$ cat config.mk
export PLATFORM = sky130hd
export DESIGN_NAME = wkup_bcast_flat
export DESIGN_NICKNAME = d
export VERILOG_FILES = /design/src/rtl/wkup_bcast_if.sv /design/src/rtl/wkup_bcast.sv /design/src/flat_wrapper.sv
export SDC_FILE = /design/constraint.sdc
export NUM_CORES = 1
export LEC_CHECK = 0
export BUFFER_PORTS_ARGS = -buffer_cell sky130_fd_sc_hd__buf_2
export CAP_MARGIN = 0
export CORE_MARGIN = 2
export CORE_UTILIZATION = 40
export CTS_BUF_LIST = sky130_fd_sc_hd__clkbuf_8
export DETAILED_ROUTE_END_ITERATION = 16
export PLACE_DENSITY = 0.66
export SLEW_MARGIN = 15
export SYNTH_ARGS = -nofsm -noshare
export SYNTH_HDL_FRONTEND = slang
export SYNTH_SLANG_ARGS = --single-unit
export TNS_END_PERCENT = 20
$ cat constraint.sdc
create_clock -name clk -period 8.6 [get_ports clk]
set_input_delay 0.43 -clock clk [delete_from_list [all_inputs] [get_ports clk]]
set_output_delay 0.43 -clock clk [all_outputs]
set_load 0.01 [all_outputs]
$ cat src/rtl/wkup_bcast_if.sv
// rtl/wkup_bcast_if.sv - FU writeback and wakeup broadcast bus bundle
interface wkup_bcast_if #(
    parameter int FU_COUNT   = 4,
    parameter int WKUP_COUNT = 2,
    parameter int TAG_W      = 6,
    parameter int DATA_W     = 32
);
    logic [FU_COUNT-1:0]                  fu_valid_i;
    logic [FU_COUNT-1:0]                  fu_ready_o;
    logic [FU_COUNT-1:0][TAG_W-1:0]       fu_tag_i;
    logic [FU_COUNT-1:0][DATA_W-1:0]      fu_data_i;
    logic [WKUP_COUNT-1:0]                wkup_valid_o;
    logic [WKUP_COUNT-1:0][TAG_W-1:0]     wkup_tag_o;
    logic [WKUP_COUNT-1:0][DATA_W-1:0]    wkup_data_o;

    modport master (
        output fu_valid_i, fu_tag_i, fu_data_i,
        input  fu_ready_o, wkup_valid_o, wkup_tag_o, wkup_data_o
    );

    modport slave (
        input  fu_valid_i, fu_tag_i, fu_data_i,
        output fu_ready_o, wkup_valid_o, wkup_tag_o, wkup_data_o
    );
endinterface

$ cat src/rtl/wkup_bcast.sv
// rtl/wkup_bcast.sv - wakeup broadcaster: per-FU FIFOs, round-robin onto channels, tag in T, data in T+1
// Optional stall counter output stall_cnt_o enabled by WKUP_BCAST_STAT_EN.
module wkup_bcast #(
    parameter int FU_COUNT   = 4,
    parameter int WKUP_COUNT = 2,
    parameter int DEPTH      = 2,
    parameter int TAG_W      = 6,
    parameter int DATA_W     = 32
) (
    input  logic             clk,
    input  logic             rst_n,
    input  logic             flush,
    wkup_bcast_if.slave      bus
`ifdef WKUP_BCAST_STAT_EN
    ,
    output logic [31:0]      stall_cnt_o
`endif
);
    localparam int SRC_W = (FU_COUNT > 1) ? $clog2(FU_COUNT) : 1;
    localparam int PTR_W = (DEPTH > 1) ? $clog2(DEPTH) : 1;
    localparam int CNT_W = $clog2(DEPTH + 1);

    typedef logic [DATA_W-1:0] word_t;

    logic [TAG_W-1:0]    tag_mem  [FU_COUNT][DEPTH];
    word_t               data_mem [FU_COUNT][DEPTH];
    logic [PTR_W-1:0]    rd_ptr   [FU_COUNT];
    logic [PTR_W-1:0]    wr_ptr   [FU_COUNT];
    logic [CNT_W-1:0]    count    [FU_COUNT];
    logic [SRC_W-1:0]    rr_ptr;
    logic [SRC_W-1:0]    rr_next;
    logic                rst_done;

    logic [FU_COUNT-1:0] ready;
    logic [FU_COUNT-1:0] push;
    logic [FU_COUNT-1:0] pop;

    logic [WKUP_COUNT-1:0] ch_vld;
    logic [SRC_W-1:0]      ch_src   [WKUP_COUNT];
    logic [TAG_W-1:0]      ch_tag   [WKUP_COUNT];
    word_t                 ch_data  [WKUP_COUNT];
    word_t                 stage_data [WKUP_COUNT];

    logic [SRC_W:0]        scan_sum;
    logic [SRC_W-1:0]      scan_src;

    // Ready comes only from registered state; held low until the first edge after reset.
    always_comb begin
        for (int s = 0; s < FU_COUNT; s++) begin
            ready[s] = rst_done && (count[s] != CNT_W'(DEPTH));
            push[s]  = bus.fu_valid_i[s] && ready[s] && !flush;
        end
    end

    assign bus.fu_ready_o = ready;

    // Each channel takes the first not-yet-granted non-empty source in rotating order.
    always_comb begin
        pop      = '0;
        ch_vld   = '0;
        rr_next  = rr_ptr;
        scan_sum = '0;
        scan_src = '0;
        for (int c = 0; c < WKUP_COUNT; c++) begin
            ch_src[c] = '0;
            for (int k = 0; k < FU_COUNT; k++) begin
                scan_sum = {1'b0, rr_ptr} + (SRC_W+1)'(k);
                if (scan_sum >= (SRC_W+1)'(FU_COUNT)) begin
                    scan_sum = scan_sum - (SRC_W+1)'(FU_COUNT);
                end
                scan_src = scan_sum[SRC_W-1:0];
                if (!flush && !ch_vld[c] && !pop[scan_src] && (count[scan_src] != '0)) begin
                    ch_vld[c]     = 1'b1;
                    ch_src[c]     = scan_src;
                    pop[scan_src] = 1'b1;
                    rr_next       = (scan_src == SRC_W'(FU_COUNT - 1)) ? '0 : scan_src + 1'b1;
                end
            end
        end
    end

    always_comb begin
        for (int c = 0; c < WKUP_COUNT; c++) begin
            ch_tag[c]  = tag_mem[ch_src[c]][rd_ptr[ch_src[c]]];
            ch_data[c] = data_mem[ch_src[c]][rd_ptr[ch_src[c]]];
        end
    end

    // Entry storage carries no reset; occupancy is tracked by count alone.
    always_ff @(posedge clk) begin
        for (int s = 0; s < FU_COUNT; s++) begin
            if (push[s]) begin
                tag_mem[s][wr_ptr[s]]  <= bus.fu_tag_i[s];
                data_mem[s][wr_ptr[s]] <= bus.fu_data_i[s];
            end
        end
    end

    always_ff @(posedge clk or negedge rst_n) begin
        if (!rst_n) begin
            rst_done         <= 1'b0;
            rr_ptr           <= '0;
            bus.wkup_valid_o <= '0;
            bus.wkup_tag_o   <= '0;
            bus.wkup_data_o  <= '0;
            for (int s = 0; s < FU_COUNT; s++) begin
                rd_ptr[s] <= '0;
                wr_ptr[s] <= '0;
                count[s]  <= '0;
            end
            for (int c = 0; c < WKUP_COUNT; c++) begin
                stage_data[c] <= '0;
            end
        end else begin
            rst_done <= 1'b1;
            rr_ptr   <= rr_next;
            for (int s = 0; s < FU_COUNT; s++) begin
                if (flush) begin
                    rd_ptr[s] <= '0;
                    wr_ptr[s] <= '0;
                    count[s]  <= '0;
                end else begin
                    if (push[s]) wr_ptr[s] <= wr_ptr[s] + 1'b1;
                    if (pop[s])  rd_ptr[s] <= rd_ptr[s] + 1'b1;
                    count[s] <= count[s] + CNT_W'(push[s]) - CNT_W'(pop[s]);
                end
            end
            // Data lags tag by one cycle: stage captures at grant, output copies it next edge.
            for (int c = 0; c < WKUP_COUNT; c++) begin
                bus.wkup_valid_o[c] <= ch_vld[c];
                if (ch_vld[c]) begin
                    bus.wkup_tag_o[c] <= ch_tag[c];
                    stage_data[c]     <= ch_data[c];
                end
                bus.wkup_data_o[c] <= stage_data[c];
            end
        end
    end

`ifdef WKUP_BCAST_STAT_EN
    always_ff @(posedge clk or negedge rst_n) begin
        if (!rst_n) begin
            stall_cnt_o <= '0;
        end else if ((|(bus.fu_valid_i & ~ready)) && (stall_cnt_o != 32'hFFFF_FFFF)) begin
            stall_cnt_o <= stall_cnt_o + 32'd1;
        end
    end
`endif

endmodule
$ cat src/flat_wrapper.sv
// flat-port wrapper written by rule: the top's interface ports become plain ports
module wkup_bcast_flat 
#(
    parameter int FU_COUNT   = 4,
    parameter int WKUP_COUNT = 2,
    parameter int DEPTH      = 2,
    parameter int TAG_W      = 6,
    parameter int DATA_W     = 32
)
  (clk, rst_n, flush, bus_fu_valid_i, bus_fu_tag_i, bus_fu_data_i, bus_fu_ready_o, bus_wkup_valid_o, bus_wkup_tag_o, bus_wkup_data_o);
  wkup_bcast_if #(.FU_COUNT(FU_COUNT), .WKUP_COUNT(WKUP_COUNT), .TAG_W(TAG_W), .DATA_W(DATA_W)) bus_i ();
  input  logic clk;
  input  logic rst_n;
  input  logic flush;
  input wire logic [$bits(bus_i.fu_valid_i)-1:0] bus_fu_valid_i;
  input wire logic [$bits(bus_i.fu_tag_i)-1:0] bus_fu_tag_i;
  input wire logic [$bits(bus_i.fu_data_i)-1:0] bus_fu_data_i;
  output wire logic [$bits(bus_i.fu_ready_o)-1:0] bus_fu_ready_o;
  output wire logic [$bits(bus_i.wkup_valid_o)-1:0] bus_wkup_valid_o;
  output wire logic [$bits(bus_i.wkup_tag_o)-1:0] bus_wkup_tag_o;
  output wire logic [$bits(bus_i.wkup_data_o)-1:0] bus_wkup_data_o;
  assign bus_i.fu_valid_i = bus_fu_valid_i;
  assign bus_i.fu_tag_i = bus_fu_tag_i;
  assign bus_i.fu_data_i = bus_fu_data_i;
  assign bus_fu_ready_o = bus_i.fu_ready_o;
  assign bus_wkup_valid_o = bus_i.wkup_valid_o;
  assign bus_wkup_tag_o = bus_i.wkup_tag_o;
  assign bus_wkup_data_o = bus_i.wkup_data_o;
  wkup_bcast #(.FU_COUNT(FU_COUNT), .WKUP_COUNT(WKUP_COUNT), .DEPTH(DEPTH), .TAG_W(TAG_W), .DATA_W(DATA_W)) u_core (.clk(clk), .rst_n(rst_n), .flush(flush), .bus(bus_i));
endmodule
==> impl_metrics.yaml, run 1 <==
min_path:
  min-delay-start: "bus_fu_valid_i[2]"
  hold_depth: 4
  hold_class: "in2reg"
  hold_end: "u_core.wr_ptr[1]"
setup_path:
  required_ns: 9.09
  crit_type: "reg2reg"
  cp_slowest_cell: "nor4_2"
  rr_endpoint: "u_core.stage_data[27]"
  cp_max_fo: 38
  reg2reg_depth: 14
  cpMostUsedCell: "nor4_2"
  slowest_delay_ns: 0.87
  worstReg2RegStart: "u_core.rr_ptr[1]"
  cp_top_family: "simple AND/OR/NAND/NOR gates"
  critPathCaptureType: "flop"
  path_cells: "inv_1, ha_1, nor4_1, nor4_2, nor4b_1, nor4_2, a32oi_2, and2_1, o211ai_1, a31o_4, buf_4, mux4_2, nand3_1, a31oi_1"
  start_kind: "flop"
  path_buf_inv: 2
  r2r_slack_ns: 1.92
  arrival_ns: 7.16
finish:
  nNetsFinal: 1824
  drive_above_1_share_pct: 33.3
  mostFrequentLayoutCells: "304 x edfxtp_1, 239 x buf_2, 161 x dfrtp_1, 153 x dlygate4sd3_1, 152 x mux4_2"
  area_growth_pct: 25.4
  layout_commonest_cell: "edfxtp_1"
detailed_routing:
  drt-vias-per-instance: 5.59
  drt_iter0_markers: 1110
  totalWireLength_microns: 58400
  wl_per_cell_microns: 24.5
  firstDrtPassIters: 7
  drc_errors: 0
  vias: 13363
  ant_nets: 0
yosys:
  avgSynthCellArea_sq_um: 16.5
  synth_ff_type: "edfxtp_1"
  synth-edff-count: 304
  async_flop_share_pct: 34.6
  synth_seq_cells: 465
  syn-instance-count: 1232
  ys_seq_area_share_pct: 64.8
  syn_nets: 1407
  netlist_area_sq_um: 20300
  yosysUniqueCellTypes: 75
  yosysWarnings: 0
floorplan:
  row_count: 82
  start_util_pct: 40.5
  die_y_microns: 229
  ioPinCount: 241
  core_region_area_sq_um: 50200
  fp.dieArea_sq_um: 52600
  die_x_microns: 229
power:
  max-vdd-ir-drop_v: 0.000552
  p_leak_nw: 9.46
  totalPowerFinal_mw: 11.7
  p_per_area_nw_per_um2: 458
sta:
  min_period_over_period_pct: 77.6
  fmax_ghz: 0.150
  rsz0062_at_grt: "false"
  final.min_clock_period_ns: 6.68
  fin_setup_tns_ns: 0
  worst_slew_pin_slew_ns: 1.16
  slew_headroom_pct: 23.0
  hold_violations: 0
  skew_ns: 0.0154
  drv_slew: 0
  setup_viol: 0
place:
  gp_congestion: 0.898
  hpwl_microns: 35500
  io_buffers: 240
cts:
  cts_buffer_depth: 3
  cts_buffers: 79
  clock-sinks: 465
  cts_htree_levels: 3
  clock_latency_ns: 0.65
  clkSlewWorstSetupHoldPaths_ns: 0.06
  cts_tree: "yes"
  cts_root_buffer: "clkbuf_8"
global_routing:
  grt_remaining_overflow: 0
  grt_pass1_vias: 14319
  grt_pass1_wl_microns: 86900
  antenna_found_initial: 3
  grt_max_degree: 105
  grtUsageTotal_pct: 22.5
job:
  drv_cap: 0
outcome:
  outcome: "complete, no violations"
cell families after synthesis:
kind of cell	Yosys count	synth area share (%)
xor+xnor	17	0.734
simple gates	251	6.05
flops	465	64.8
compound gates	182	6.12
buf+inv	108	2.37
mux	192	18.9
other cells	1	0.0185
fa+ha+maj	16	0.986
power breakdown:
part | total (mW) | leakage (nW) | switching [mW] | internal [mW]
clock | 1.97 | 0.916 | 0.900 | 1.07
sequential | 3.11 | 4.60 | 0.243 | 2.86
combinational | 6.59 | 3.94 | 3.75 | 2.84
metal layers:
metal	track usage, %	vias up	share of wire (%)
met1	28.3	6895	39
met5	0	-	0.022
met3	4.21	116	6.5
met4	8.16	2	2.9
li1	-	5776	-
met2	38.9	574	51
worst max-delay path by stage:
stage	slack (ns)	cells past startpoint	to	start
after floorplan	3.48	21	u_core.bus.wkup_tag_o[8]	u_core.rr_ptr[0]
after global placement	2.11	14	u_core.bus.wkup_tag_o[11]	u_core.rr_ptr[1]
after detailed placement	1.95	14	u_core.stage_data[27]	u_core.rr_ptr[1]
after CTS	1.92	14	u_core.stage_data[27]	u_core.rr_ptr[1]
after global routing	1.33	14	u_core.stage_data[28]	u_core.rr_ptr[1]
final	1.92	14	u_core.stage_data[27]	u_core.rr_ptr[1]
state kept, by name (all words and copies together), names as in the netlist, 2 cells and up:
name	count
u_core.bus.wkup_tag_o	12
u_core.count	8
u_core.wr_ptr	4
u_core.stage_data	64
u_core.rd_ptr	4
u_core.tag_mem	48
u_core.data_mem	256
u_core.rr_ptr	2
u_core.bus.wkup_valid_o	2
u_core.bus.wkup_data_o	64
cells in the mapped netlist (3+ instances only):
| cell type | n | area share, % |
|---|---|---|
| buf_1 | 10 | 0.18 |
| nor3_1 | 11 | 0.27 |
| a21oi_1 | 44 | 1.1 |
| mux2i_1 | 38 | 1.9 |
| ha_1 | 16 | 0.99 |
| nand4_1 | 4 | 0.12 |
| clkbuf_1 | 52 | 0.96 |
| and2_1 | 9 | 0.28 |
| buf_2 | 19 | 0.47 |
| xnor2_1 | 9 | 0.39 |
| a21boi_0 | 4 | 0.15 |
| buf_4 | 3 | 0.11 |
| nor4_2 | 3 | 0.18 |
| nor2b_1 | 5 | 0.15 |
| mux4_2 | 153 | 17 |
| dfrtp_1 | 161 | 20 |
| a32o_1 | 5 | 0.25 |
| inv_1 | 17 | 0.31 |
| nand2b_1 | 4 | 0.12 |
| o21ai_1 | 38 | 0.94 |
| o21ai_0 | 8 | 0.20 |
| or4_1 | 6 | 0.22 |
| a31oi_1 | 41 | 1.3 |
| nor2_1 | 112 | 2.1 |
| buf_6 | 5 | 0.28 |
| xor2_1 | 8 | 0.35 |
| o2111ai_1 | 4 | 0.17 |
| nand3_1 | 42 | 1.0 |
| nor4_1 | 14 | 0.43 |
| nor4b_1 | 7 | 0.30 |
| edfxtp_1 | 304 | 45 |
| nand2_1 | 23 | 0.43 |
repair_timing:
action,CTS,global route
hold endpoints to repair,407,0
buffers inserted,0,0
gates resized for setup,0,0
hold buffers,153,0
cell type report:
| type | instances | area, sq um |
|---|---|---|
| clock inverter | 53 | 285 |
| tap | 672 | 841 |
| timing repair buffer | 426 | 3030 |
| clock buffer | 95 | 1310 |
| sequential | 465 | 13200 |
| fill | 4108 | 24700 |
| inverter | 18 | 67.6 |
| antenna | 1 | 2.50 |
| multi-input combinational | 659 | 6760 |
worst min-delay path, stage by stage:
cell and delay [ns]:
buf_2 0.08, nand2_1 0.10, xor2_1 0.15, nor2_1 0.05
through the flow:
step                hold WS [ns]  worst slack (ns)  instance area, sq um  util [%]  std cells
floorplan                  0.134              3.48                 20300         -       1232
global placement           0.360              2.11                 22300      44.5       2087
detailed placement         0.362              1.95                 22300      44.5       2087
CTS                        0.141              1.92                 25400      50.7       2388
global route               0.198              1.33                 25400      50.7       2388
finish                     0.201              1.92                 25500      50.7       2389
No activity file was read; power rests on OpenSTA's default activity.
==> run 2, diff against run 1 <==
==> constraint.sdc (replaced) <==
create_clock -name clk -period 6.4 [get_ports clk]
set_input_delay 0.32 -clock clk [delete_from_list [all_inputs] [get_ports clk]]
set_output_delay 0.32 -clock clk [all_outputs]
set_load 0.01 [all_outputs]
==> run 2 against run 1 <==
Global-route usage grew 0.25 points. Worst hold slack got worse by 0.15 ns. Worst setup slack worse by 1.0 ns. Die area unchanged. Critical endpoint is now u_core.bus.wkup_tag_o[7]. Largest cell class unchanged.
==> impl_metrics.yaml, run 2 (synthesized netlist as in run 1, its figures left out) <==
place:
  io_buffers: 240
  dpl.cell_count: 2094
  place_area_sq_um: 22400
  gp_congestion: 0.897
  hpwl_microns: 35500
sta:
  slew_headroom_pct: 25.8
  worst_slew_pin_slew_ns: 1.11
  setup_viol: 0
  fmax_ghz: 0.181
  skew_ns: 0.0347
  drv_slew: 0
  rsz0062_at_grt: "false"
  fin_setup_tns_ns: 0
  final.min_clock_period_ns: 5.52
  hold_violations: 0
  min_period_over_period_pct: 86.2
floorplan:
  die_x_microns: 229
  ioPinCount: 241
  row_count: 82
  start_util_pct: 40.5
  core_region_area_sq_um: 50200
  fp.dieArea_sq_um: 52600
  die_y_microns: 229
min_path:
  hold_class: "in2reg"
setup_path:
  arrival_ns: 6.02
  crit_type: "reg2reg"
  r2r_slack_ns: 0.88
  cp_max_fo: 62
  required_ns: 6.90
  critPathCaptureType: "flop"
  start_kind: "flop"
cts:
  clkSlewWorstSetupHoldPaths_ns: 0.07
  cts_root_buffer: "clkbuf_8"
  cts_htree_levels: 3
  clock_latency_ns: 0.68
  cts_resized: 0
  cts_buffers: 77
  clock-sinks: 465
  cts_tree: "yes"
  cts_buffer_depth: 3
finish:
  layout_commonest_cell: "edfxtp_1"
  drive_above_1_share_pct: 33.6
  finalNonFillerCells: 2393
  nNetsFinal: 1829
  final_util_pct: 50.8
  mostFrequentLayoutCells: "304 x edfxtp_1, 239 x buf_2, 161 x dfrtp_1, 153 x dlygate4sd3_1, 152 x mux4_2"
  largest_reg_flops: 256
  area_growth_pct: 25.6
  design_area_sq_um: 25500
job:
  drv_cap: 0
detailed_routing:
  drt-vias-per-instance: 5.60
  drc_errors: 0
  drt_iter0_markers: 1132
  firstDrtPassIters: 5
  wl_per_cell_microns: 24.6
  ant_nets: 0
  vias: 13399
  totalWireLength_microns: 58800
global_routing:
  grt_max_degree: 82
  grt_pass1_wl_microns: 87900
  antenna_found_initial: 6
  grtUsageTotal_pct: 22.7
  grt_remaining_overflow: 0
  grt_pass1_vias: 14347
outcome:
  outcome: "complete, no violations"
power:
  p_per_area_nw_per_um2: 617
  p_leak_nw: 9.47
  max-vdd-ir-drop_v: 0.00101
-- run 2: cell count changes in the layout (fill, tap and decap cells not counted), moves of 2 or more --
| cell | previous run | this run |
|---|---|---|
| buf_4 | 30 | 35 |
| clkbuf_8 | 96 | 92 |
| clkinv_1 | 11 | 7 |
| clkinvlp_4 | 1 | 4 |
| buf_12 | 3 | 5 |
| clkinv_2 | 12 | 10 |
| clkinv_4 | 2 | 0 |
| inv_1 | 41 | 43 |
| inv_8 | 0 | 2 |
-- run 2: metrics by stage --
stage                     hold slack, ns  setup slack [ns]  total power [mW]
final                             0.0516             0.882              15.7
after global routing              0.0407             0.449              16.7
after CTS                        0.00512             0.912              15.9
after detailed placement           0.338             0.939              13.1
after global placement             0.339              1.01              13.0
after floorplan                   0.0244              1.28              10.6
-- run 2: timing repair --
action,in CTS,in global routing
buffers inserted,0,0
hold buffers,153,0
endpoints found under the hold margin,363,0
-- run 2: path summary, 6_finish.rpt --
check                                             end  cells after the start                  start
max                          u_core.bus.wkup_tag_o[7]                     15       u_core.rr_ptr[0]
max reg2reg                  u_core.bus.wkup_tag_o[7]                     15       u_core.rr_ptr[0]
min reg2reg                u_core.bus.wkup_data_o[11]                      0  u_core.stage_data[43]
max in group asynchronous        u_core.stage_data[6]                      3                  rst_n
min in group asynchronous  u_core.bus.wkup_data_o[24]                      2                  rst_n
min                                  u_core.wr_ptr[3]                      4      bus_fu_valid_i[0]
-- run 2: layer usage --
layer | track usage [%] | wire length [microns]
met1 | 28.3 | 22500
met4 | 9.54 | 1850
met5 | 0 | 27
met3 | 4.81 | 4740
met2 | 38.7 | 29700
-- run 2: power breakdown --
group / internal [mW] / leakage (nW) / switching (mW)
sequential: 3.85 / 4.60 / 0.317
clock: 1.39 / 0.893 / 1.22
combinational: 3.90 / 3.98 / 5.05
-- run 2: final cells by class --
type | instances | area (sq um)
fill | 4138 | 24700
sequential | 465 | 13200
multi-input combinational | 659 | 6760
timing repair buffer | 433 | 3100
clock buffer | 91 | 1250
tap | 672 | 841
clock inverter | 53 | 304
inverter | 18 | 67.6
antenna | 2 | 5.00
-- run 2: critical path, cell delays in order (launching register included) --
cell      delay [ns]
dfrtp_1         0.38
inv_1           0.05
buf_4           0.23
ha_1            0.37
nor4b_1         0.22
nor4_2          0.90
nor4b_1         0.18
or4_4           0.57
o32ai_1         0.50
nand4_1         0.20
o211ai_1        0.20
a31o_4          0.20
buf_12          0.46
mux4_2          0.60
nand3_1         0.13
a31oi_1         0.11
